==> config.mk <==
export PLATFORM = sky130hd
export DESIGN_NAME = fp_cfg_ctrl
export DESIGN_NICKNAME = d
export VERILOG_FILES = /design/src/rtl/fp_cfg_ctrl.sv
export SDC_FILE = /design/constraint.sdc
export NUM_CORES = 2
export LEC_CHECK = 0
export CORE_AREA = 2 2 377 379
export CTS_CLUSTER_DIAMETER = 200
export DETAILED_ROUTE_END_ITERATION = 10
export DIE_AREA = 0 0 379 381
export HOLD_SLACK_MARGIN = 0.05
export PLACE_DENSITY = 0.8
export SKIP_LAST_GASP = 1
export SLEW_MARGIN = 10
export SYNTH_ARGS = -nofsm -noshare
export SYNTH_HDL_FRONTEND = slang
export SYNTH_SLANG_ARGS = --single-unit
==> constraint.sdc <==
create_clock -name clk -period 158.4 [get_ports clk]
set_input_delay 31.68 -clock clk [delete_from_list [all_inputs] [get_ports clk]]
set_output_delay 31.68 -clock clk [all_outputs]
set_load 0.005 [all_outputs]
==> src/rtl/fp_cfg_ctrl.sv <==
// fp_cfg_ctrl: shadow/active configuration store for the filter pipeline, with drain-then-swap commit.
// Ports: cfg_* is the software write/commit port, pipe_valid_in/out track packets resident in fp,
// hold_in blocks upstream while draining, and choice/kufpu*/bfpu* are the active fp control words.
module fp_cfg_ctrl #(
  parameter int STAGES             = 8,
  parameter int INPUTS             = 2,
  parameter int CHOICE_BITS        = 40,
  parameter int BIT_VEC_SIZE_LOG   = 7,
  parameter int NUM_OF_METRICS_LOG = 4,
  parameter int MAX_INFLIGHT       = 15,
  localparam int CELLS = INPUTS / 2,
  localparam int SW    = STAGES > 1 ? $clog2(STAGES) : 1,
  localparam int CW    = CELLS > 1 ? $clog2(CELLS) : 1,
  localparam int IW    = $clog2(MAX_INFLIGHT + 1)
) (
  input  logic                                                  clk,
  input  logic                                                  rst,
  input  logic                                                  cfg_valid,
  output logic                                                  cfg_ready,
  input  logic [SW-1:0]                                         cfg_stage,
  input  logic [CW-1:0]                                         cfg_cell,
  input  logic [2:0]                                            cfg_field,
  input  logic [31:0]                                           cfg_data,
  input  logic                                                  cfg_commit,
  output logic                                                  commit_done,
  output logic [7:0]                                            cfg_epoch,
  output logic                                                  cfg_err,
  input  logic                                                  cfg_err_clr,
  input  logic                                                  pipe_valid_in,
  input  logic                                                  pipe_valid_out,
  output logic                                                  hold_in,
  output logic [STAGES-1:0][CHOICE_BITS-1:0]                    choice,
  output logic [STAGES-1:0][CELLS-1:0][2:0]                     kufpu1_opcode,
  output logic [STAGES-1:0][CELLS-1:0][BIT_VEC_SIZE_LOG-1:0]    kufpu1_id,
  output logic [STAGES-1:0][CELLS-1:0][NUM_OF_METRICS_LOG-1:0]  kufpu1_metricx,
  output logic [STAGES-1:0][CELLS-1:0][15:0]                    kufpu1_val,
  output logic [STAGES-1:0][CELLS-1:0][2:0]                     kufpu1_pred_op,
  output logic [STAGES-1:0][CELLS-1:0][2:0]                     kufpu2_opcode,
  output logic [STAGES-1:0][CELLS-1:0][BIT_VEC_SIZE_LOG-1:0]    kufpu2_id,
  output logic [STAGES-1:0][CELLS-1:0][NUM_OF_METRICS_LOG-1:0]  kufpu2_metricx,
  output logic [STAGES-1:0][CELLS-1:0][15:0]                    kufpu2_val,
  output logic [STAGES-1:0][CELLS-1:0][2:0]                     kufpu2_pred_op,
  output logic [STAGES-1:0][CELLS-1:0][2:0]                     bfpu1_opcode,
  output logic [STAGES-1:0][CELLS-1:0]                          bfpu1_choice,
  output logic [STAGES-1:0][CELLS-1:0][2:0]                     bfpu2_opcode,
  output logic [STAGES-1:0][CELLS-1:0]                          bfpu2_choice
);
  typedef enum logic [1:0] {IDLE, DRAIN, SWAP} state_t;
  state_t state;
  logic [IW-1:0] inflight;
  logic [STAGES-1:0][CHOICE_BITS-1:0]                   sh_choice;
  logic [STAGES-1:0][CELLS-1:0][2:0]                    sh_k1op, sh_k1pr, sh_k2op, sh_k2pr, sh_b1op, sh_b2op;
  logic [STAGES-1:0][CELLS-1:0][BIT_VEC_SIZE_LOG-1:0]   sh_k1id, sh_k2id;
  logic [STAGES-1:0][CELLS-1:0][NUM_OF_METRICS_LOG-1:0] sh_k1mx, sh_k2mx;
  logic [STAGES-1:0][CELLS-1:0][15:0]                   sh_k1v, sh_k2v;
  logic [STAGES-1:0][CELLS-1:0]                         sh_b1ch, sh_b2ch;
  logic wr, bad, inc, dec, ovf, udf;
  assign wr  = cfg_valid & cfg_ready;
  assign bad = (cfg_field == 3'd7) | (32'(cfg_stage) >= STAGES) | (32'(cfg_cell) >= CELLS);
  assign inc = pipe_valid_in & ~pipe_valid_out;
  assign dec = pipe_valid_out & ~pipe_valid_in;
  assign ovf = inc & (inflight == IW'(MAX_INFLIGHT));
  assign udf = dec & (inflight == '0);
  always_ff @(posedge clk or posedge rst)
    if (rst) begin
      sh_choice <= '0;
      sh_k1op <= '0; sh_k1id <= '0; sh_k1mx <= '0; sh_k1v <= '0; sh_k1pr <= '0;
      sh_k2op <= '0; sh_k2id <= '0; sh_k2mx <= '0; sh_k2v <= '0; sh_k2pr <= '0;
      sh_b1op <= '0; sh_b1ch <= '0; sh_b2op <= '0; sh_b2ch <= '0;
    end else if (wr && !bad)
      for (int s = 0; s < STAGES; s++)
        if (cfg_stage == SW'(s)) begin
          if (cfg_field == 3'd0) sh_choice[s][31:0] <= cfg_data;
          if (cfg_field == 3'd1) sh_choice[s][CHOICE_BITS-1:32] <= cfg_data[CHOICE_BITS-33:0];
          for (int c = 0; c < CELLS; c++)
            if (cfg_cell == CW'(c)) begin
              if (cfg_field == 3'd2) begin
                sh_k1op[s][c] <= cfg_data[2:0];
                sh_k1id[s][c] <= cfg_data[3 +: BIT_VEC_SIZE_LOG];
                sh_k1mx[s][c] <= cfg_data[12 +: NUM_OF_METRICS_LOG];
                sh_k1pr[s][c] <= cfg_data[18:16];
              end
              if (cfg_field == 3'd3) sh_k1v[s][c] <= cfg_data[15:0];
              if (cfg_field == 3'd4) begin
                sh_k2op[s][c] <= cfg_data[2:0];
                sh_k2id[s][c] <= cfg_data[3 +: BIT_VEC_SIZE_LOG];
                sh_k2mx[s][c] <= cfg_data[12 +: NUM_OF_METRICS_LOG];
                sh_k2pr[s][c] <= cfg_data[18:16];
              end
              if (cfg_field == 3'd5) sh_k2v[s][c] <= cfg_data[15:0];
              if (cfg_field == 3'd6) begin
                sh_b1op[s][c] <= cfg_data[2:0];
                sh_b1ch[s][c] <= cfg_data[3];
                sh_b2op[s][c] <= cfg_data[6:4];
                sh_b2ch[s][c] <= cfg_data[7];
              end
            end
        end
  always_ff @(posedge clk or posedge rst)
    if (rst) begin
      choice <= '0;
      kufpu1_opcode <= '0; kufpu1_id <= '0; kufpu1_metricx <= '0; kufpu1_val <= '0; kufpu1_pred_op <= '0;
      kufpu2_opcode <= '0; kufpu2_id <= '0; kufpu2_metricx <= '0; kufpu2_val <= '0; kufpu2_pred_op <= '0;
      bfpu1_opcode <= '0; bfpu1_choice <= '0; bfpu2_opcode <= '0; bfpu2_choice <= '0;
    end else if (state == SWAP) begin
      choice <= sh_choice;
      kufpu1_opcode <= sh_k1op; kufpu1_id <= sh_k1id; kufpu1_metricx <= sh_k1mx; kufpu1_val <= sh_k1v; kufpu1_pred_op <= sh_k1pr;
      kufpu2_opcode <= sh_k2op; kufpu2_id <= sh_k2id; kufpu2_metricx <= sh_k2mx; kufpu2_val <= sh_k2v; kufpu2_pred_op <= sh_k2pr;
      bfpu1_opcode <= sh_b1op; bfpu1_choice <= sh_b1ch; bfpu2_opcode <= sh_b2op; bfpu2_choice <= sh_b2ch;
    end
  always_ff @(posedge clk or posedge rst)
    if (rst) begin
      state       <= IDLE;
      cfg_ready   <= 1'b1;
      hold_in     <= 1'b0;
      commit_done <= 1'b0;
      cfg_epoch   <= '0;
    end else
      case (state)
        IDLE: if (cfg_commit) begin
          state     <= DRAIN;
          cfg_ready <= 1'b0;
          hold_in   <= 1'b1;
        end
        DRAIN: if (inflight == '0 && !pipe_valid_in) begin
          state       <= SWAP;
          commit_done <= 1'b1;
        end
        SWAP: begin
          state       <= IDLE;
          commit_done <= 1'b0;
          cfg_ready   <= 1'b1;
          hold_in     <= 1'b0;
          cfg_epoch   <= cfg_epoch + 8'd1;
        end
        default: state <= IDLE;
      endcase
  // Packets arriving while hold_in is high still count; only saturation/underflow is an error.
  always_ff @(posedge clk or posedge rst)
    if (rst) begin
      inflight <= '0;
      cfg_err  <= 1'b0;
    end else begin
      inflight <= (inc && !ovf) ? inflight + IW'(1) : (dec && !udf) ? inflight - IW'(1) : inflight;
      cfg_err  <= ((wr && bad) || ovf || udf) ? 1'b1 : cfg_err_clr ? 1'b0 : cfg_err;
    end
endmodule
== After elaboration in Yosys (flattened, before gate mapping) ==
Index checks and enable logic that the tools add are counted.

* Register bits after elaboration: 1842
* Bits of input ports: 46
* Output and inout bits: 924

* Add/sub/neg operators: 3
* Magnitude comparators: 1
* Equality and inequality tests: 19
* Mux-type cells: 13
* Bitwise operators: 9
* Reductions and logical operators: 78

{| class="wikitable"
|+ Operators by type and width
! operator !! count
|-
| $reduce_and 4->1 || 40
|-
| $reduce_and 3->1 || 16
|-
| $eq 3x3->1 const B || 8
|-
| $eq 3x2->1 const B || 4
|-
| $add 8x1->8 const B || 1
|-
| $mux 4 || 2
|-
| $reduce_bool 2->1 || 4
|-
| $eq 3x1->1 const B || 2
|-
| $logic_not 3->1 || 2
|-
| $pmux 1 s2 || 3
|-
| $reduce_and 2->1 || 3
|-
| $and 1x1->1 || 5
|-
| $logic_and 1x1->1 || 5
|-
| $mux 1 || 5
|-
| $add 4x1->4 const B || 1
|-
| $eq 4x4->1 const B || 1
|-
| $logic_not 1->1 || 4
|-
| $logic_not 4->1 || 1
|-
| $mux 2 || 2
|-
| $ne 2x2->1 const B || 2
|-
| $pmux 2 s2 || 1
|-
| $sub 4x1->4 const B || 1
|-
| $not 1->1 || 3
|-
| $eq 2x1->1 const B || 1
|-
| 5 further kinds || 6
|}

== Depth between registers and ports, before layout ==
* Depth in word-level cells: 7
* Depth in mapped cells: 7
* Mapped depth without buffers: 7

== Worst setup path after synthesis ==
Ideal clock, no wire load.

* Path kind: input -> register
* From: in cfg_field[1]
* To: reg sh_k2v[48] (netlist bit)
* Setup time: 0.125 ns
* Data arrival time: 33.346 ns
* Required time: 158.275 ns
* Setup slack: 124.929 ns
* Stages on the path: 6
* Path through: nand3b_1 > nand4bb_1 > buf_2 > nor3_2 > buf_4 > mux2_2

* Word-level cells in the longest chain between the ends: 5
* Elaborated cells on any way between the ends: 6

{| class="wikitable"
|+ Ends and longest elaborated chain
! what !! RTL line !! source
|-
| start, declared || 22 || <nowiki>input logic [2:0] cfg_field,</nowiki>
|-
| $eq 3x3->1 || 59 || <nowiki>assign bad = (cfg_field == 3'd7) | (32'(cfg_stage) >= STAGES) | (32'(cfg_cell) >= CELLS);</nowiki>
|-
| $or 1x1->1 || 59 ||
|-
| $logic_not 1->1 || 70 || <nowiki>end else if (wr && !bad)</nowiki>
|-
| $logic_and 1x1->1 || 70 ||
|-
| $reduce_and 4->1 (no source line) * || n/a ||
|-
| end signal, assigned by index || 90 || <nowiki>if (cfg_field == 3'd5) sh_k2v[s][c] <= cfg_data[15:0];</nowiki>
|-
| end, declared || 55 || <nowiki>logic [STAGES-1:0][CELLS-1:0][15:0] sh_k1v, sh_k2v;</nowiki>
|}

Every way passes the cells marked *; elsewhere a longest branch is shown, timed or not.
A chain may end at the register's enable or synchronous reset.

==> summary.txt <==
Most used DFF post-synth: dfrtp_1
Overall Power: 0.995 mW
Shortest period the worst path allows: 37.44 ns
Syn Inst Count: 5978
Most used cell, CP: buf_4
Bufs and invs on worst path: 8
First-pass GRT wire length: 312000 µm
Clk_skew: 0.0293 ns
Post-DR vias/cell: 5.43
Sequential Area: 0.0461 mm²
Area of the multi-input gates: 0.0215 mm²
Layout Utilization: 61.4%
Filler cell count: 10474
Final hold viol count: 0
RSZ-0062 raised after global routing: false
Top cell type's share of synthesized area: 66.8%
WP data required: 159.19 ns
DRT Pass-1 Iters: 5
Most area-consuming cells after synthesis: dfrtp_1 (67%), nand2_1 (15%), mux2_2 (15%), clkbuf_1 (1.5%), nand2_2 (0.36%)
Status: complete, no violations
Clock sinks: 1842
Fmax: 26.7 MHz
GRT Util Overall: 29.1%
Layout cells sized above 1: 19.3%
Hpwl dp: 130000 µm
Post-synth top area cell: dfrtp_1
Max cap viols: 0
Setup crit end kind: async pin
Post-synth top cells: nand2_1 (2755), dfrtp_1 (1841), mux2_2 (914), clkbuf_1 (275), nand2_2 (40)
Largest net degree at the start of global routing: 201
Crit path max fanout: 141
CP top delay family: buffers and inverters
Synth cell types: 40
DP Cell Count: 8541
Final period util: 23.6%
Measured slew at the worst slew-check pin: 1.32 ns
Routability cong.: 0.835
Core area: 0.141 mm²
CTS tree: yes
Final setup violation count: 0
Initial core utilization: 49.1%
Syn Nets: 6028
Fin cells: 8873
P per Cell Area: 11.5 mW/mm²
Full die area: 0.144 mm²
Max stage delay on crit path: 0.92 ns
YS warnings: 0
Wire per inst: 23.8 µm
Initial antenna violation count: 17
Io pins: 970
Vias: 48208
# rows: 138
Synth Cell Area: 0.0690 mm²
Crit path max-delay cell type: buf_4
H-tree depth: 4
Sum Neg Setup Slack: 0 ns
CTS-repair resized insts: 0
CTS Buf Count: 177
Fraction of registers with async set/reset: 100%
Die H: 381 µm
GR Overflow Total: 0
Worst-path cell chain: clkdlybuf4s50_1 > inv_8 > buf_4 > buf_4 > buf_4 > buf_4 > buf_4 > buf_4
Post-route ant nets: 0
Drt drc: 0
Critical Path AT: 38.23 ns
Number of flops mapped to enable cells by yosys: 0
Crit Path Category: primary input to async pin
Root Driver: clkbuf_16
Clk slew on worst S/H paths: 0.06 ns
Worst min-delay path class: register to register
Layout Nets: 6880
Clk_lat worst skew: 0.83 ns
Hold_buf cts: 0
Mean post-synth cell area: 11.5 µm²
Area Overhead vs Synth: 25.1%
Max IR drop VDD: 0.00892 mV
Pleak: 45.6 nW
Final Max Tran Viols: 0
Setup bufs post-CTS: 0
Buffers on Ports: 969
Vias in the first global route: 49697
Synthesized flop and latch total: 1842
DRT Wirelength: 211000 µm
Most common cell in the synthesized netlist: nand2_1
Die W: 379 µm
Startpoint types: primary input
Longest Clk Path Bufs: 3
Sequential fraction of the synthesis area: 66.8%
Worst slew margin: 12.0%
Starting DRT DRC Count: 4467
[worst reg2reg max path, stage by stage (launching register included)]
cell and delay (ns):
dfrtp_1 0.46, inv_1 0.16, nand2_4 0.69, buf_12 0.64, buf_4 1.15, buf_4 0.99
nand2_1 0.24, nand2_1 0.12
[routing by layer]
| metal | up-vias | track usage, % | wire (µm) |
|---|---|---|---|
| met5 | - | 0 | 30 |
| met4 | 4 | 19.6 | 15700 |
| met3 | 597 | 6.32 | 16100 |
| met2 | 2190 | 44.8 | 98300 |
| met1 | 24739 | 37.0 | 80900 |
| li1 | 20678 | - | - |
[sequential cells by signal (all words and copies together), names as in the netlist, 56 cells and up]
register	count
sh_k2id	56
sh_k1id	56
sh_choice	320
choice	320
sh_k2v	128
kufpu1_id	56
kufpu2_val	128
kufpu2_id	56
kufpu1_val	128
sh_k1v	128
[cells by family (layout without fill, tap and decap cells)]
kind of cell	after synthesis	in the layout	share of synthesized area (%)
flops	1842	1842	66.8
buf+inv	359	1358	2.05
compound gates	10	10	0.0925
xor+xnor	10	10	0.127
other cells	0	6	0
fa+ha+maj	4	4	0.0834
simple gates	2838	2838	15.9
mux	915	915	14.9
[cell usage in the layout, fill, tap and decap left out, drive strengths merged, types with 2 or more instances in the layout]
cell type and instances:
nand2 2795, dfrtp 1841, clkdlybuf4s50 950, mux2 914
clkbuf 268, buf 76, clkinv 41, bufinv 12
nor2 10, inv 9, diode 6, xnor2 6
nor2b 6, nand4 4, xor2 4, nor3b 4
nand3b 3, and3 3, a21oi 3, ha 3
nor4 3, nand3 2, and3b 2, nor3 2
or3b 2, o21ai 2, clkinvlp 2
[path summary, 6_finish.rpt]
kind,from,slack (ns),cells past startpoint,endpoint
setup / recovery,rst,120.96,8,sh_k2id[13]
hold / removal,sh_k1mx[6],0.44,2,kufpu1_metricx[6]
setup reg to reg,state[0],153.88,7,kufpu2_val[5]
hold reg to reg,sh_k1mx[6],0.44,2,kufpu1_metricx[6]
max in group clk,cfg_field[1],123.64,5,sh_k2v[42]
min in group asynchronous,rst,31.49,2,choice[139]
[where the power goes]
part / internal, mW / leakage, nW / total, mW / switching, mW
Clock: 0.253 / 3.02 / 0.438 / 0.185
Sequential: 0.488 / 25.6 / 0.500 / 0.0121
Combinational: 0.0231 / 17.0 / 0.0569 / 0.0338
[per-stage QoR]
| step | setup WS (ns) | hold slack (ns) | instance area (µm²) |
|---|---|---|---|
| after global routing | 120.01 | 0.466 | 86300 |
| after detailed placement | 119.93 | 0.443 | 80100 |
| after CTS | 120.82 | 0.442 | 86300 |
| after floorplan | 74.71 | 0.433 | 69000 |
| after global placement | 120.10 | 0.441 | 80100 |
| final | 120.96 | 0.443 | 86300 |
[layout make-up]
| cell class | count | area share, % |
|---|---|---|
| antenna | 6 | 0.0174 |
| clock buffer | 268 | 6.16 |
| clock inverter | 58 | 0.944 |
| inverter | 6 | 0.0348 |
| multi-input combinational | 3777 | 24.9 |
| sequential | 1842 | 53.4 |
| tap | 1890 | 2.74 |
| timing repair buffer | 1026 | 11.8 |
No activity file was read; power rests on OpenSTA's default activity.
